$ cat src/rtl/mips_bus_pkg.sv
// Shared types and constants for the mips_cpu_bus two-master arbiter.
package mips_bus_pkg;

   localparam int          ADDR_W_DEF   = 32;
   localparam int          DATA_W_DEF   = 32;
   localparam logic [31:0] RESET_VECTOR = 32'hBFC00000;

   typedef enum logic [1:0] {
      IDLE,
      GRANT,
      RESP
   } arb_state_t;

endpackage

$ cat src/rtl/mips_bus_rr_pick.sv
// Combinational two-way round-robin picker: on a tie the master that did not
// own the bus last wins.
module mips_bus_rr_pick
   import mips_bus_pkg::*;
(
   input  logic [1:0] req_i,
   input  logic       last_owner_i,
   output logic       valid_o,
   output logic       winner_o
);

   always_comb begin
      valid_o  = |req_i;
      winner_o = (req_i == 2'b11) ? ~last_owner_i : req_i[1];
   end

endmodule

$ cat src/rtl/mips_bus_arbiter.sv
// Two-master, one-slave arbiter for the mips_cpu_bus memory interface with
// registered round-robin grant, read-data return strobe and a stall timeout.
module mips_bus_arbiter
   import mips_bus_pkg::*;
#(
   parameter int ADDR_W  = ADDR_W_DEF,
   parameter int DATA_W  = DATA_W_DEF,
   parameter int TIMEOUT = 255
) (
   input  logic                clk,
   input  logic                reset,
   input  logic [ADDR_W-1:0]   m0_address,
   input  logic                m0_read,
   input  logic                m0_write,
   input  logic [DATA_W-1:0]   m0_writedata,
   input  logic [DATA_W/8-1:0] m0_byteenable,
   output logic                m0_waitrequest,
   output logic [DATA_W-1:0]   m0_readdata,
   output logic                m0_readdatavalid,
   input  logic [ADDR_W-1:0]   m1_address,
   input  logic                m1_read,
   input  logic                m1_write,
   input  logic [DATA_W-1:0]   m1_writedata,
   input  logic [DATA_W/8-1:0] m1_byteenable,
   output logic                m1_waitrequest,
   output logic [DATA_W-1:0]   m1_readdata,
   output logic                m1_readdatavalid,
   output logic [ADDR_W-1:0]   s_address,
   output logic                s_read,
   output logic                s_write,
   output logic [DATA_W-1:0]   s_writedata,
   output logic [DATA_W/8-1:0] s_byteenable,
   input  logic                s_waitrequest,
   input  logic [DATA_W-1:0]   s_readdata,
   output logic                timeout_err
);

   localparam int            TW   = (TIMEOUT > 0) ? $clog2(TIMEOUT + 1) : 1;
   localparam logic [TW-1:0] TMAX = TW'(TIMEOUT);

   arb_state_t          state_q, state_d;
   logic                owner_q, owner_d;
   logic                last_owner_q, last_owner_d;
   logic [TW-1:0]       timer_q, timer_d;
   logic                err_q, err_d;
   logic [DATA_W-1:0]   m0_rdata_q, m0_rdata_d;
   logic [DATA_W-1:0]   m1_rdata_q, m1_rdata_d;

   logic                pick_valid, pick_winner;
   logic                own_read, own_write, accept;
   logic [ADDR_W-1:0]   own_address;
   logic [DATA_W-1:0]   own_writedata;
   logic [DATA_W/8-1:0] own_byteenable;

   mips_bus_rr_pick u_pick (
      .req_i        ({m1_read | m1_write, m0_read | m0_write}),
      .last_owner_i (last_owner_q),
      .valid_o      (pick_valid),
      .winner_o     (pick_winner)
   );

   always_comb begin
      own_read       = owner_q ? m1_read       : m0_read;
      own_write      = owner_q ? m1_write      : m0_write;
      own_address    = owner_q ? m1_address    : m0_address;
      own_writedata  = owner_q ? m1_writedata  : m0_writedata;
      own_byteenable = owner_q ? m1_byteenable : m0_byteenable;
   end

   always_comb begin
      // NOTE: every signal gets a default first so no path through the case leaves one unassigned (no latches).
      state_d          = state_q;
      owner_d          = owner_q;
      last_owner_d     = last_owner_q;
      timer_d          = '0;
      err_d            = err_q;
      m0_rdata_d       = m0_rdata_q;
      m1_rdata_d       = m1_rdata_q;
      accept           = 1'b0;
      s_address        = own_address;
      s_writedata      = own_writedata;
      s_byteenable     = own_byteenable;
      s_read           = 1'b0;
      s_write          = 1'b0;
      m0_waitrequest   = 1'b1;
      m1_waitrequest   = 1'b1;
      m0_readdatavalid = 1'b0;
      m1_readdatavalid = 1'b0;
      m0_readdata      = m0_rdata_q;
      m1_readdata      = m1_rdata_q;

      unique case (state_q)
         IDLE: begin
            if (pick_valid) begin
               state_d = GRANT;
               owner_d = pick_winner;
            end
         end
         GRANT: begin
            // A simultaneous read+write request is treated as a write.
            s_write = own_write;
            s_read  = own_read & ~own_write;
            if (owner_q) m1_waitrequest = s_waitrequest;
            else         m0_waitrequest = s_waitrequest;
            accept = (s_read | s_write) & ~s_waitrequest;
            if (accept) begin
               last_owner_d = owner_q;
               state_d      = s_write ? IDLE : RESP;
            end else if (!(own_read | own_write)) begin
               state_d = IDLE;
            end else begin
               timer_d = (timer_q == TMAX) ? timer_q : timer_q + TW'(1);
            end
         end
         RESP: begin
            state_d = IDLE;
            if (owner_q) begin
               m1_readdata      = s_readdata;
               m1_readdatavalid = 1'b1;
               m1_rdata_d       = s_readdata;
            end else begin
               m0_readdata      = s_readdata;
               m0_readdatavalid = 1'b1;
               m0_rdata_d       = s_readdata;
            end
         end
         default: state_d = IDLE;
      endcase

      if (TIMEOUT != 0 && timer_d == TMAX) err_d = 1'b1;
   end

   always_ff @(posedge clk or posedge reset) begin
      if (reset) begin
         state_q      <= IDLE;
         owner_q      <= 1'b0;
         last_owner_q <= 1'b1;
         timer_q      <= '0;
         err_q        <= 1'b0;
         m0_rdata_q   <= '0;
         m1_rdata_q   <= '0;
      end else begin
         // NOTE: non-blocking assignments so every register samples pre-edge values.
         state_q      <= state_d;
         owner_q      <= owner_d;
         last_owner_q <= last_owner_d;
         timer_q      <= timer_d;
         err_q        <= err_d;
         m0_rdata_q   <= m0_rdata_d;
         m1_rdata_q   <= m1_rdata_d;
      end
   end

   assign timeout_err = err_q;

endmodule
$ cat config.mk
export PLATFORM = sky130hd
export DESIGN_NAME = mips_bus_arbiter
export DESIGN_NICKNAME = d
export VERILOG_FILES = /design/src/rtl/mips_bus_pkg.sv /design/src/rtl/mips_bus_rr_pick.sv /design/src/rtl/mips_bus_arbiter.sv
export SDC_FILE = /design/constraint.sdc
export NUM_CORES = 1
export LEC_CHECK = 0
export ABC_AREA = 1
export CORE_AREA = 2 2 122 124
export CTS_CLUSTER_SIZE = 40
export DETAILED_ROUTE_END_ITERATION = 10
export DIE_AREA = 0 0 124 126
export PLACE_DENSITY = 0.7
export REMOVE_ABC_BUFFERS = 1
export SYNTH_ARGS = -nofsm -noshare
export SYNTH_HDL_FRONTEND = slang
export SYNTH_SLANG_ARGS = --single-unit
$ cat constraint.sdc
create_clock -name clk -period 2.9 [get_ports clk]
set_input_delay 0.29 -clock clk [delete_from_list [all_inputs] [get_ports clk]]
set_output_delay 0.29 -clock clk [all_outputs]
set_load 0.05 [all_outputs]
* Yosys cells after proc, flatten, opt, wreduce, memory -nomap -nowiden
Index checks and enable logic that the tools add are counted.
** Word-level totals
- Register bits after elaboration :: 77
- Bits of input ports :: 175
- Word-level logic and storage cells :: 58
** Cells by class
- Add/subtract/negate cells :: 1
- Reduce and logical (&&, ||, !) cells :: 5
- Muxes and demuxes :: 29
- Bitwise logic cells :: 9
- Equal/unequal tests :: 7
** Operator list (number)
- $mux 32 :: 6
- $mux 8 :: 4
- $eq 8x8->1 const B :: 2
- $mux 1 :: 13
- $add 8x1->8 const B :: 1
- $mux 2 :: 4
- $reduce_and 2->1 :: 3
- $eq 2x2->1 const B :: 2
- $mux 4 :: 1
- $or 1x1->1 :: 4
- $pmux 2 s2 :: 1
- $ne 3x3->1 const B :: 1
- $not 1->1 :: 3
- $and 1x1->1 :: 2
- $eq 2x1->1 const B :: 1
- $logic_not 2->1 :: 1
- $ne 2x2->1 const B :: 1
- $reduce_or 2->1 :: 1

* Logic depth before layout (Yosys ltp)
- Depth after elaboration :: 8
- Mapped depth :: 11
- Mapped depth without buffers :: 10

* Modules after synthesis
Synthesis repeated with hierarchy kept, for this count alone.
** Unflattened totals
- Cells, all modules :: 581
- Area total of the unflattened synthesis :: 4026.4 µm²
** Modules (own cells, without submodules)
- mips_bus_arbiter :: cells an instance 578, area an instance 4011.3 µm², sequential area each 1928.1 µm², instances 1
- mips_bus_rr_pick :: cells an instance 3, area an instance 15.0 µm², sequential area each 0.0 µm², instances 1

* Least setup slack after synthesis
No wires, ideal clock.
- Kind :: register -> output
- Start :: register state_q[1]
- End :: output port m0_readdata[11]
- Arrival :: 2499 ps
- Buffers on the path :: 1
- Stages on the path, launching flop included :: 8
- Slack :: 111 ps
- Cell sequence :: dfrtp_1 > inv_1 > nor2_1 > inv_1 > nor2_2 > inv_2 > clkbuf_1 > o21ai_0
** Between the ends
- Word-level cells in the longest chain between the ends :: 2
** Ends and longest elaborated chain
- start: declaration :: line mips_bus_arbiter.sv:41 : arb_state_t state_q, state_d;
- start signal: assignment :: line mips_bus_arbiter.sv:144 : state_q <= state_d;
- $eq 2x2->1 :: line mips_bus_arbiter.sv:92 : unique case (state_q)
- $mux 32 :: line mips_bus_arbiter.sv:92
- end: declaration :: line mips_bus_arbiter.sv:18 : output logic [DATA_W-1:0] m0_readdata,
No other way between the ends.

* Worst setup path in the final report
- Start :: register owner_q
- End :: output port s_writedata[4]
** Between the ends
- Word-level cells in the longest chain between the ends :: 1
** Ends and longest elaborated chain
- start: declaration :: line mips_bus_arbiter.sv:42 : logic owner_q, owner_d;
- start signal: assignment :: line mips_bus_arbiter.sv:145 : owner_q <= owner_d;
- $mux 32 :: line mips_bus_arbiter.sv:66 : own_writedata = owner_q ? m1_writedata : m0_writedata;
- end: declaration :: line mips_bus_arbiter.sv:31 : output logic [DATA_W-1:0] s_writedata,
No other way between the ends.

==> out/metrics.cfg <==
[floorplan]
pin_count=314
num_rows=44
dieArea_um2=15620
die_y_um=126
die_w_um=124
start_util_pct=28.02
core-area_um2=14310

[yosys]
synth_warnings=0
synthArstFlopShare_pct=100.0
synth_top_flop_cell=dfrtp_1
ys_seq_elements=77
yosysSeqAreaShare_pct=48.08
syn-instance-count=574
post_synth_instance_area_um2=4010
syn_avg_cell_area_um2=6.986
yosysUniqueCellTypes=28
synth-edff-count=0

[clock_tree]
clkLatencyLatePin_ns=0.33
cts_tree=built
cts-root-buf=clkbuf_16
clkSinkCount=77
cts_hold_buf=0
cts_setup_buffers=0
cts.repair.resized=0
clk_pin_slew_ns=0.06
clock_path_buffers=2
htreeDepth=3
cts_made_buffers=9

[worst_setup_path]
cp.arrival_ns=2.26
end_kind=primary output
critical_path_required_ns=2.61
crit_path_start_kind=register
rr_startpoint=owner_q$_DFFE_PP0P_
critPathKind=register to primary output
critPathMaxFanout=73
cp-startpoint=owner_q$_DFFE_PP0P_

[drt]
dr.pass1.iters=4
drt-wirelength-per-cell_um=15.91
drtIter0Drc=194
postRouteAntennaNets=0
drc=0
routed_via_density=4.395
route.vias.total=4672
drt-total-wl_um=16910

[pwr]
intPower_mw=4.676
p_seq_share_pct=16.6
pwr-share-comb_pct=72.9
swShare_pct=54.13
p_switching_mw=5.518
clkPwrFrac_pct=10.5
irDropWorstVdd_uv=805.8
leakage_nw=3.933
power_density_nw_per_um2=1303

[sta]
finalClockSkew_ns=0.005340
drv_slew=0
setup-violations-final=0
final-hold-violation-count=0
relSlewSlack_pct=60.03
fmax_mhz=392.4
rsz0062_at_grt=false
post-route-min-period_ns=2.548
tightest_slew_ns=0.5987
timing.final.crit_share_pct=87.88
holdWs_ns=0.3479

[grt]
grt_pass1_vias=4436
antenna_found_initial=0
groute.usage.overall_pct=20.77
grt_start_max_net_pins=74
grt_first_pass_wirelength_um=24410
overflow=0

[worst_hold_path]
hold_path_class=input pin to async pin

[cells_and_area]
final_nets=1051
drive_gt1_share_pct=13.77
diodes=0
final_common_cell=nand2_1
fin_util_pct=54.67
area_delta_synth_final_pct=95.13
final_cell_mix=nand2_1 (295), clkdlybuf4s50_1 (230), dfrtp_1 (75)

[placement]
portBuffers=313
routabilityCongestion=0.8371
dp_hpwl_um=13330

[status]
outcome=complete, no violations

[run]
drv_cap=0

## power groups by stage
stage	Clock, mW	Combinational [mW]	Sequential [mW]
floorplan	0	4.39	1.77
global placement	0	7.46	1.69
detailed placement	0	7.47	1.71
CTS	1.10	7.50	1.70
global route	1.15	7.79	1.73
finish	1.07	7.43	1.69
## worst paths after layout
kind                                            endpoint  slack, ns  depth (start not counted)
max in group asynchronous        m0_rdata_q[2]$_DFF_PP0_       1.99                          3
worst max register to register   timeout_err$_DFFE_PP0N_       1.12                          9
worst min register to register   timeout_err$_DFFE_PP0N_       0.48                          2
worst max-delay path                      s_writedata[4]       0.35                          4
worst min-delay path            m0_rdata_q[28]$_DFF_PP0_       0.35                          2
min in group clk                 timeout_err$_DFFE_PP0N_       0.48                          2
## Yosys cell counts, types with 2 or more instances
master    number  area share, %
nand2_1      295             28
dfrtp_1       76             47
o21ai_0       60            7.5
inv_1         54            5.1
clkbuf_1      22            2.1
nand3_1       14            1.7
nor2_1        11            1.0
o21ai_1        6           0.75
nor2_2         5           0.78
buf_2          3           0.37
nand2_2        3           0.47
a21oi_1        2           0.25
a31oi_1        2           0.31
buf_6          2           0.56
inv_2          2           0.19
nand3b_1       2           0.37
nor3_1         2           0.25
o22ai_1        2           0.31
or2_2          2           0.31
## sequential cells by signal, indices dropped and copies added, names as in the netlist
name / flops
last_owner_q: 1
timeout_err: 1
state_q: 2
owner_q: 1
m1_rdata_q: 32
m0_rdata_q: 32
timer_q: 8
## per-stage QoR
stage / cell area, um2 / setup TNS [ns] / power [mW] / setup WS [ns] / instances
after floorplan: 3886 / -139.78 / 6.168 / -1.480 / 546
after global placement: 7543 / 0 / 9.146 / 0.6961 / 1048
after detailed placement: 7543 / 0 / 9.183 / 0.6899 / 1048
after CTS: 7825 / 0 / 10.30 / 0.3274 / 1063
after global routing: 7825 / 0 / 10.67 / 0.2537 / 1063
final: 7825 / 0 / 10.19 / 0.3515 / 1063
## cells by family after synthesis
logic type,count (synthesis),synth area share [%]
AND/OR/NAND/NOR,338,33.76
buffers and inverters,85,8.549
flip-flops,77,48.08
AO/OA/AOI/OAI,73,9.298
adder cells (fa/ha/maj),1,0.3120
## final cells by class
type | instances | area (um2)
clock buffers | 10 | 229.0
clock inverters | 5 | 52.55
fillers | 1349 | 6489
inverters | 57 | 219.0
multi-input cells | 412 | 1739
flip-flops and latches | 77 | 1929
well taps | 184 | 230.2
repair buffers | 318 | 3426
## metal layers
metal | vias to the layer above | share of wire (%) | GRT usage, %
li1 | 2353 | - | -
met1 | 2091 | 39 | 24.34
met2 | 208 | 47 | 34.55
met3 | 20 | 11 | 7.563
met4 | 0 | 2.7 | 7.799
met5 | - | 0 | 0
## worst max-delay path, stage by stage (launching register included)
cell and delay [ns]:
dfrtp_2 0.44, inv_6 0.38, nand2_1 0.18, nand2_1 0.09, clkdlybuf4s50_1 0.80
No activity file was read; power rests on OpenSTA's default activity.
